--- config.mk ---
export PLATFORM = sky130hd
export DESIGN_NAME = cqf_slot_sched
export DESIGN_NICKNAME = d
export VERILOG_FILES = /design/src/rtl/cqf_slot_sched.sv
export SDC_FILE = /design/constraint.sdc
export NUM_CORES = 1
export LEC_CHECK = 0
export CORE_MARGIN = 2
export CORE_UTILIZATION = 54
export DETAILED_ROUTE_END_ITERATION = 7
export PLACE_DENSITY = 0.79
export SLEW_MARGIN = 10
export SYNTH_ARGS = -nofsm -noshare
export SYNTH_HDL_FRONTEND = slang
export SYNTH_SLANG_ARGS = --single-unit
--- constraint.sdc ---
create_clock -name clk -period 6.6 [get_ports clk]
set_input_delay 0.66 -clock clk [delete_from_list [all_inputs] [get_ports clk]]
set_output_delay 0.66 -clock clk [all_outputs]
set_load 0.05 [all_outputs]
--- src/rtl/cqf_slot_sched.sv ---
// CQF slot scheduler: derives a multi-slot ring index from precision_time with a
// runtime-programmable power-of-two slot period, flags slot boundaries and time
// discontinuities, and keeps boundary/resync statistics.
module cqf_slot_sched #(
  parameter int unsigned TIME_W    = 48,
  parameter int unsigned SUB_W     = 17,
  parameter int unsigned SUB_MOD   = 125000,
  parameter int unsigned SLOT_ID_W = 2,
  parameter int unsigned MIN_EXP   = 7,
  parameter int unsigned MAX_EXP   = 16,
  parameter int unsigned CNT_W     = 32
) (
  input  logic                 clk,
  input  logic                 rst_n,
  input  logic [TIME_W-1:0]    precision_time,
  input  logic                 cfg_enable,
  input  logic                 cfg_wr,
  input  logic [4:0]           cfg_period_exp,
  input  logic                 cnt_clr,
  output logic [4:0]           active_exp,
  output logic                 cfg_err,
  output logic [SLOT_ID_W-1:0] slot_id,
  output logic                 slot_flag,
  output logic                 slot_start,
  output logic                 resync,
  output logic [CNT_W-1:0]     boundary_cnt,
  output logic [CNT_W-1:0]     resync_cnt
);

  localparam logic [31:0]      SubMod32 = 32'(SUB_MOD);
  localparam logic [4:0]       MinExp5  = 5'(MIN_EXP);
  localparam logic [4:0]       MaxExp5  = 5'(MAX_EXP);
  localparam logic [CNT_W-1:0] CntOne   = CNT_W'(1);

  // Stage 1 / stage 2 state
  logic [31:0]          ticks_q, ticks_d;
  logic [31:0]          prev_idx_q, prev_idx_d;
  logic [SLOT_ID_W-1:0] slot_id_q, slot_id_d;
  logic                 slot_start_q, slot_start_d;
  logic                 resync_q, resync_d;
  logic                 rearm_q, rearm_d;

  // Configuration state
  logic [4:0]           active_exp_q, active_exp_d;
  logic [4:0]           pend_q, pend_d;
  logic                 pend_vld_q, pend_vld_d;
  logic                 cfg_err_q, cfg_err_d;

  // Statistics
  logic [CNT_W-1:0]     bnd_cnt_q, bnd_cnt_d;
  logic [CNT_W-1:0]     rsy_cnt_q, rsy_cnt_d;

  logic [31:0] up32, lo32, ticks_c;
  logic [31:0] idx_c, idx_mask, idx_diff;
  logic        is_same, is_step, exp_legal;

  // Ticks are only needed modulo 2**32, so the whole product is done in 32 bits.
  assign up32    = 32'(precision_time[TIME_W-1:SUB_W]);
  assign lo32    = 32'(precision_time[SUB_W-1:0]);
  assign ticks_c = up32 * SubMod32 + lo32;

  assign idx_c    = ticks_q >> active_exp_q;
  // The index only spans 32-exp bits, so a ticks wrap is a +1 step modulo that range.
  assign idx_mask = 32'hFFFF_FFFF >> active_exp_q;
  assign idx_diff = (idx_c - prev_idx_q) & idx_mask;
  assign is_same  = (idx_c == prev_idx_q);
  assign is_step  = (idx_diff == 32'd1);

  assign exp_legal = (cfg_period_exp >= MinExp5) && (cfg_period_exp <= MaxExp5);

  // Next-state: boundary/resync detection, exponent switching, config and counters.
  always_comb begin
    ticks_d      = ticks_c;
    prev_idx_d   = idx_c;
    slot_id_d    = slot_id_q;
    slot_start_d = 1'b0;
    resync_d     = 1'b0;
    rearm_d      = 1'b0;
    active_exp_d = active_exp_q;
    pend_d       = pend_q;
    pend_vld_d   = pend_vld_q;
    cfg_err_d    = 1'b0;
    bnd_cnt_d    = bnd_cnt_q;
    rsy_cnt_d    = rsy_cnt_q;

    if (!cfg_enable) begin
      // Idle: outputs low, and the first enabled cycle re-arms from scratch.
      slot_id_d = '0;
      rearm_d   = 1'b1;
    end else if (rearm_q) begin
      slot_id_d = idx_c[SLOT_ID_W-1:0];
    end else if (!is_same) begin
      slot_id_d    = idx_c[SLOT_ID_W-1:0];
      slot_start_d = 1'b1;
      resync_d     = !is_step;
      bnd_cnt_d    = bnd_cnt_q + CntOne;
      if (!is_step) begin
        rsy_cnt_d = rsy_cnt_q + CntOne;
      end
      // New exponent takes effect here; next cycle's index is on a new scale.
      if (pend_vld_q) begin
        active_exp_d = pend_q;
        pend_vld_d   = 1'b0;
        rearm_d      = 1'b1;
      end
    end

    // A write landing with a boundary stays pending for the next one.
    if (cfg_wr) begin
      if (exp_legal) begin
        pend_d     = cfg_period_exp;
        pend_vld_d = 1'b1;
      end else begin
        cfg_err_d = 1'b1;
      end
    end

    if (cnt_clr) begin
      bnd_cnt_d = '0;
      rsy_cnt_d = '0;
    end
  end

  // State register with synchronous active-low reset.
  always_ff @(posedge clk) begin
    if (!rst_n) begin
      ticks_q      <= '0;
      prev_idx_q   <= '0;
      slot_id_q    <= '0;
      slot_start_q <= 1'b0;
      resync_q     <= 1'b0;
      rearm_q      <= 1'b0;
      active_exp_q <= MinExp5;
      pend_q       <= '0;
      pend_vld_q   <= 1'b0;
      cfg_err_q    <= 1'b0;
      bnd_cnt_q    <= '0;
      rsy_cnt_q    <= '0;
    end else begin
      ticks_q      <= ticks_d;
      prev_idx_q   <= prev_idx_d;
      slot_id_q    <= slot_id_d;
      slot_start_q <= slot_start_d;
      resync_q     <= resync_d;
      rearm_q      <= rearm_d;
      active_exp_q <= active_exp_d;
      pend_q       <= pend_d;
      pend_vld_q   <= pend_vld_d;
      cfg_err_q    <= cfg_err_d;
      bnd_cnt_q    <= bnd_cnt_d;
      rsy_cnt_q    <= rsy_cnt_d;
    end
  end

  assign active_exp   = active_exp_q;
  assign cfg_err      = cfg_err_q;
  assign slot_id      = slot_id_q;
  assign slot_flag    = slot_id_q[0];
  assign slot_start   = slot_start_q;
  assign resync       = resync_q;
  assign boundary_cnt = bnd_cnt_q;
  assign resync_cnt   = rsy_cnt_q;

endmodule
==> summary.txt, run 1 <==
Clock network
  – CTS tree: done
  – Clock Root Buffer: clkbuf_16
  – Clock sinks: 145
  – CTS Hold Bufs: 0
  – Maximum count of clock buffers along a single path: 2
  – Clock buffers created by TritonCTS: 17
  – Clk Latency, worst-skew pair: 0.44 ns
  – H-tree depth: 4
  – Clock transition time at the flip-flop clock pins of the worst setup and hold paths: 0.06 ns

Synthesis
  – Synthesized cell area: 14,440 µm²
  – EDFF count, synth: 0
  – Instance count of the mapped netlist: 1,766
  – Asr flop ratio synth: 0%
  – Synth top area share: 20.10%
  – Post-synthesis register bit count: 145
  – Leading area contributor after synthesis: dfxtp_1
  – Unique cell type count in the Yosys netlist: 82
  – Most used flip-flop cell after synthesis: dfxtp_1
  – Sequential cell area fraction in the yosys report: 20.10%
  – Cells taking the most area after synthesis: dfxtp_1 (20%), fa_1 (12%), ha_1 (11%)
  – Number of warnings reported in the yosys synthesis log: 0
  – Syn nets: 2,030
  – Synth Area per Inst: 8.177 µm²

Worst setup path
  – Startpoint type of the worst setup path: input pin
  – Total buffers and inverters traversed by the critical path: 5
  – Critical-path maximum fanout: 4
  – Setup crit end kind: register
  – Slack of the worst reg-to-reg path: 0.33 ns
  – Type of the worst setup path: in2reg
  – Data arrival time of the critical path: 6.80 ns
  – Worst path cell trace: clkdlybuf4s50_1 -> inv_1 -> fa_1 -> inv_1 -> fa_1 -> fa_1 -> fa_1 -> ha_1 -> inv_1 -> fa_1 -> inv_1 -> ha_1 -> a21oi_2 -> o21bai_1 -> a21o_1 -> a221o_1 -> nor4_2 -> a311oi_4 -> nor3_2 -> and4b_1 -> nor4b_4 -> xnor2_1 -> and2_1
  – Slowest Stage Delay on Critical Path: 0.55 ns
  – Cell with the largest stage delay on the worst path: fa_1
  – Most common cell on crit path: fa_1
  – Required time of the critical path: 6.92 ns
  – Delay-heaviest family, CP: adder cells

Floorplan
  – Initial Utilization: 55.26%
  – Floorplan die width: 167.5 µm
  – Die footprint: 28,070 µm²
  – Height of the chip: 167.5 µm
  – Number of primary I/O pins: 133
  – Row cnt: 59
  – Core Area: 26,130 µm²

Detailed routing
  – Drt initial violations: 1,206
  – Vias per cell: 5.816
  – Average detailed-routed wire length per instance: 17.52 µm
  – Antenna viol nets, final: 0
  – Pre-antenna DRT Iters: 6
  – Count of unresolved DRC violations after routing: 0
  – Final Routed Wirelength: 40,060 µm
  – Number of vias in the routed layout: 13,300

Outcome
  – Run status: finished clean

Timing
  – Slew @ Worst Pin: 1.167 ns
  – Accumulated negative setup slack: 0 ns
  – Period utilization: 98.11%
  – Worst slew margin relative to its limit: 21.88%
  – Endpoints failing hold: 0
  – Total setup violations reported at the end of the flow: 0
  – Post-route clock skew: 0.02760 ns
  – Unrepaired setup endpoints after global routing: true
  – Final min period: 6.475 ns
  – Peak Freq: 154.4 MHz
  – Number of max-slew violations in the final report: 0

Power and ir drop
  – Comb pwr share: 80.0%
  – Internal Dissipation: 0.005688 W
  – Clock share of power: 9.9%
  – Total leakage power: 7.678 nW
  – Switching pwr: 0.004970 W
  – Net Sw Frac: 46.63%
  – Reg power frac: 10.1%
  – Power per cell area: 614.6 nW/µm²
  – Max VDD drop: 555.5 µV

Cells and area
  – Nets: 2,201
  – Summed area of non-filler cells in the final layout: 17,340 µm²
  – Post-route core utilization: 66.36%
  – Fin cells: 2,286
  – Synthesis-to-finish area growth: 20.07%
  – Layout cells sized above 1: 10.87%

Place
  – Post-detailed-placement cell area: 16,530 µm²
  – Number of input and output port buffers inserted: 130
  – Cell count after placement: 2,249
  – DPL Wire Length: 31,670 µm
  – Final estimated routing congestion in global placement: 0.9386

Global route
  – Overall track demand over capacity in global routing: 28.32%
  – Wire length of the first global-routing pass: 64,920 µm
  – Via count of the first global-routing pass: 13,190
  – Maximum number of pins on one net before global-route repair: 72
  – Aggregate global routing overflow: 0
  – Antenna violations before repair: 1

Hold path
  – Type of the worst min-delay path: reg2reg

Flow run
  – Count of maximum capacitance violations: 0
## path summary, 6_finish.rpt
| check | depth (start not counted) | startpoint | to |
|---|---|---|---|
| worst max register to register | 21 | active_exp[0] | resync_cnt[20] |
| worst max-delay path | 23 | precision_time[19] | ticks_q[31] |
| worst min register to register | 2 | pend_q[3] | pend_q[3] |
| worst min-delay path | 2 | pend_q[3] | pend_q[3] |
## through the flow
stage | setup WS, ns | power [W] | hold slack [ns]
floorplan | 0.07954 | 0.006433 | 0.4437
global placement | -0.4066 | 0.008700 | 0.4541
detailed placement | -0.5882 | 0.008906 | 0.4591
CTS | 0.01931 | 0.01005 | 0.4691
global route | -0.09852 | 0.01160 | 0.4897
finish | 0.1248 | 0.01066 | 0.4666
## per-layer routing
| layer | global-route usage [%] | wire [µm] | vias up |
|---|---|---|---|
| met3 | 3.167 | 1440 | 95 |
| li1 | - | - | 6466 |
| met4 | 12.21 | 1632 | 0 |
| met5 | 0 | 0 | - |
| met1 | 34.37 | 16970 | 6355 |
| met2 | 50.84 | 20010 | 380 |
## final cells by class
type                            instances  area [µm²]
Clock inverter                         15       214.0
Sequential cell                       145        2907
Antenna cell                            1       2.502
Fill cell                            2217        8792
Timing Repair Buffer                  227        2027
Inverter                              205       773.2
Clock buffer                           17       425.4
Multi-Input combinational cell       1341       10570
Tap cell                              335       419.2
## Yosys cell counts, drive strengths merged, types with 5 or more instances
| master | n |
|---|---|
| inv | 203 |
| nor2 | 149 |
| dfxtp | 145 |
| nand2 | 145 |
| ha | 123 |
| a21oi | 90 |
| fa | 83 |
| o21ai | 68 |
| xnor2 | 63 |
| and2 | 55 |
| mux2i | 51 |
| nand3 | 49 |
| clkbuf | 45 |
| xor2 | 41 |
| and3 | 39 |
| nand4 | 38 |
| nor3 | 34 |
| buf | 30 |
| a21o | 24 |
| a31oi | 24 |
| a211oi | 22 |
| nor2b | 21 |
| nand2b | 17 |
| or3 | 14 |
| mux2 | 13 |
| mux4 | 13 |
| a21boi | 12 |
| a41o | 12 |
| o21a | 11 |
| or2 | 9 |
| o22ai | 8 |
| a211o | 7 |
| and4 | 7 |
| o2111ai | 7 |
| o21bai | 7 |
| o31ai | 7 |
| a2111oi | 6 |
| nor4 | 6 |
| o211ai | 5 |
## power groups by stage
stage	registers, W	logic [W]	clock network, W
6_report	0.00107	0.00853	0.00106
5_1_grt	0.00108	0.00940	0.00111
4_1_cts	0.00107	0.00791	0.00107
3_5_place_dp	0.00109	0.00781	0
3_3_place_gp	0.00109	0.00761	0
2_1_floorplan	0.00108	0.00535	0
## cell families after synthesis
group | count (synthesis) | share of synthesized area, %
AND/OR/NAND/NOR | 605 | 20.94
AO/OA/AOI/OAI | 349 | 16.26
buffers and inverters | 280 | 7.650
adder cells (fa/ha/maj) | 206 | 22.16
flip-flops | 145 | 20.10
XOR/XNOR | 104 | 6.307
multiplexers | 77 | 6.576
## timing repair
| action | 4_1_cts | 5_1_grt |
|---|---|---|
| setup endpoints to repair | 2 | 28 |
| buffers inserted | 0 | 4 |
| resized for setup | 2 | 27 |
| pin swaps | 0 | 9 |
## state kept, by name, indices dropped and copies added, names as in the netlist
register	flops
pend_vld_q	1
rearm_q	1
active_exp	5
boundary_cnt	32
slot_start	1
ticks_q	32
prev_idx_q	32
resync_cnt	32
cfg_err	1
slot_id	2
resync	1
pend_q	5
## cells in the final DEF (no fill, tap or decap), types with 8 or more instances in the layout
cell,n
inv_1,201
nor2_1,148
nand2_1,145
dfxtp_1,142
clkdlybuf4s50_1,128
ha_1,122
buf_4,97
a21oi_1,88
fa_1,83
o21ai_0,64
xnor2_1,62
and2_1,55
mux2i_1,51
nand3_1,49
xor2_1,41
and3_1,38
nand4_1,38
nor3_1,32
a21o_1,24
a31oi_1,23
nor2b_1,20
a211oi_1,18
clkbuf_16,17
nand2b_1,16
or3_1,14
mux4_2,13
mux2_2,13
o21a_1,11
a21boi_0,10
o22ai_1,8
or2_2,8
## tightest hold or removal path: stages (launching register included)
cell and delay, ns:
dfxtp_1 0.31, nand2_1 0.05, a21boi_0 0.06
No activity file was read; power rests on OpenSTA's default activity.
==> run 2, diff against run 1 <==
--- a/config.mk
+++ b/config.mk
@@ -13,3 +13,4 @@
 export SYNTH_ARGS = -nofsm -noshare
 export SYNTH_HDL_FRONTEND = slang
 export SYNTH_SLANG_ARGS = --single-unit
+export TNS_END_PERCENT = 100
==> results of run 2 <==
The final DEF is identical to that of run 1; final timing and power are the same.
==> run 3, diff against run 2 <==
--- a/config.mk
+++ b/config.mk
@@ -7,6 +7,7 @@
 export LEC_CHECK = 0
 export CORE_MARGIN = 2
 export CORE_UTILIZATION = 54
+export CTS_CLUSTER_DIAMETER = 60
 export DETAILED_ROUTE_END_ITERATION = 7
 export PLACE_DENSITY = 0.79
 export SLEW_MARGIN = 10
==> results of run 3 <==
The final DEF is identical to that of run 1; final timing and power are the same.
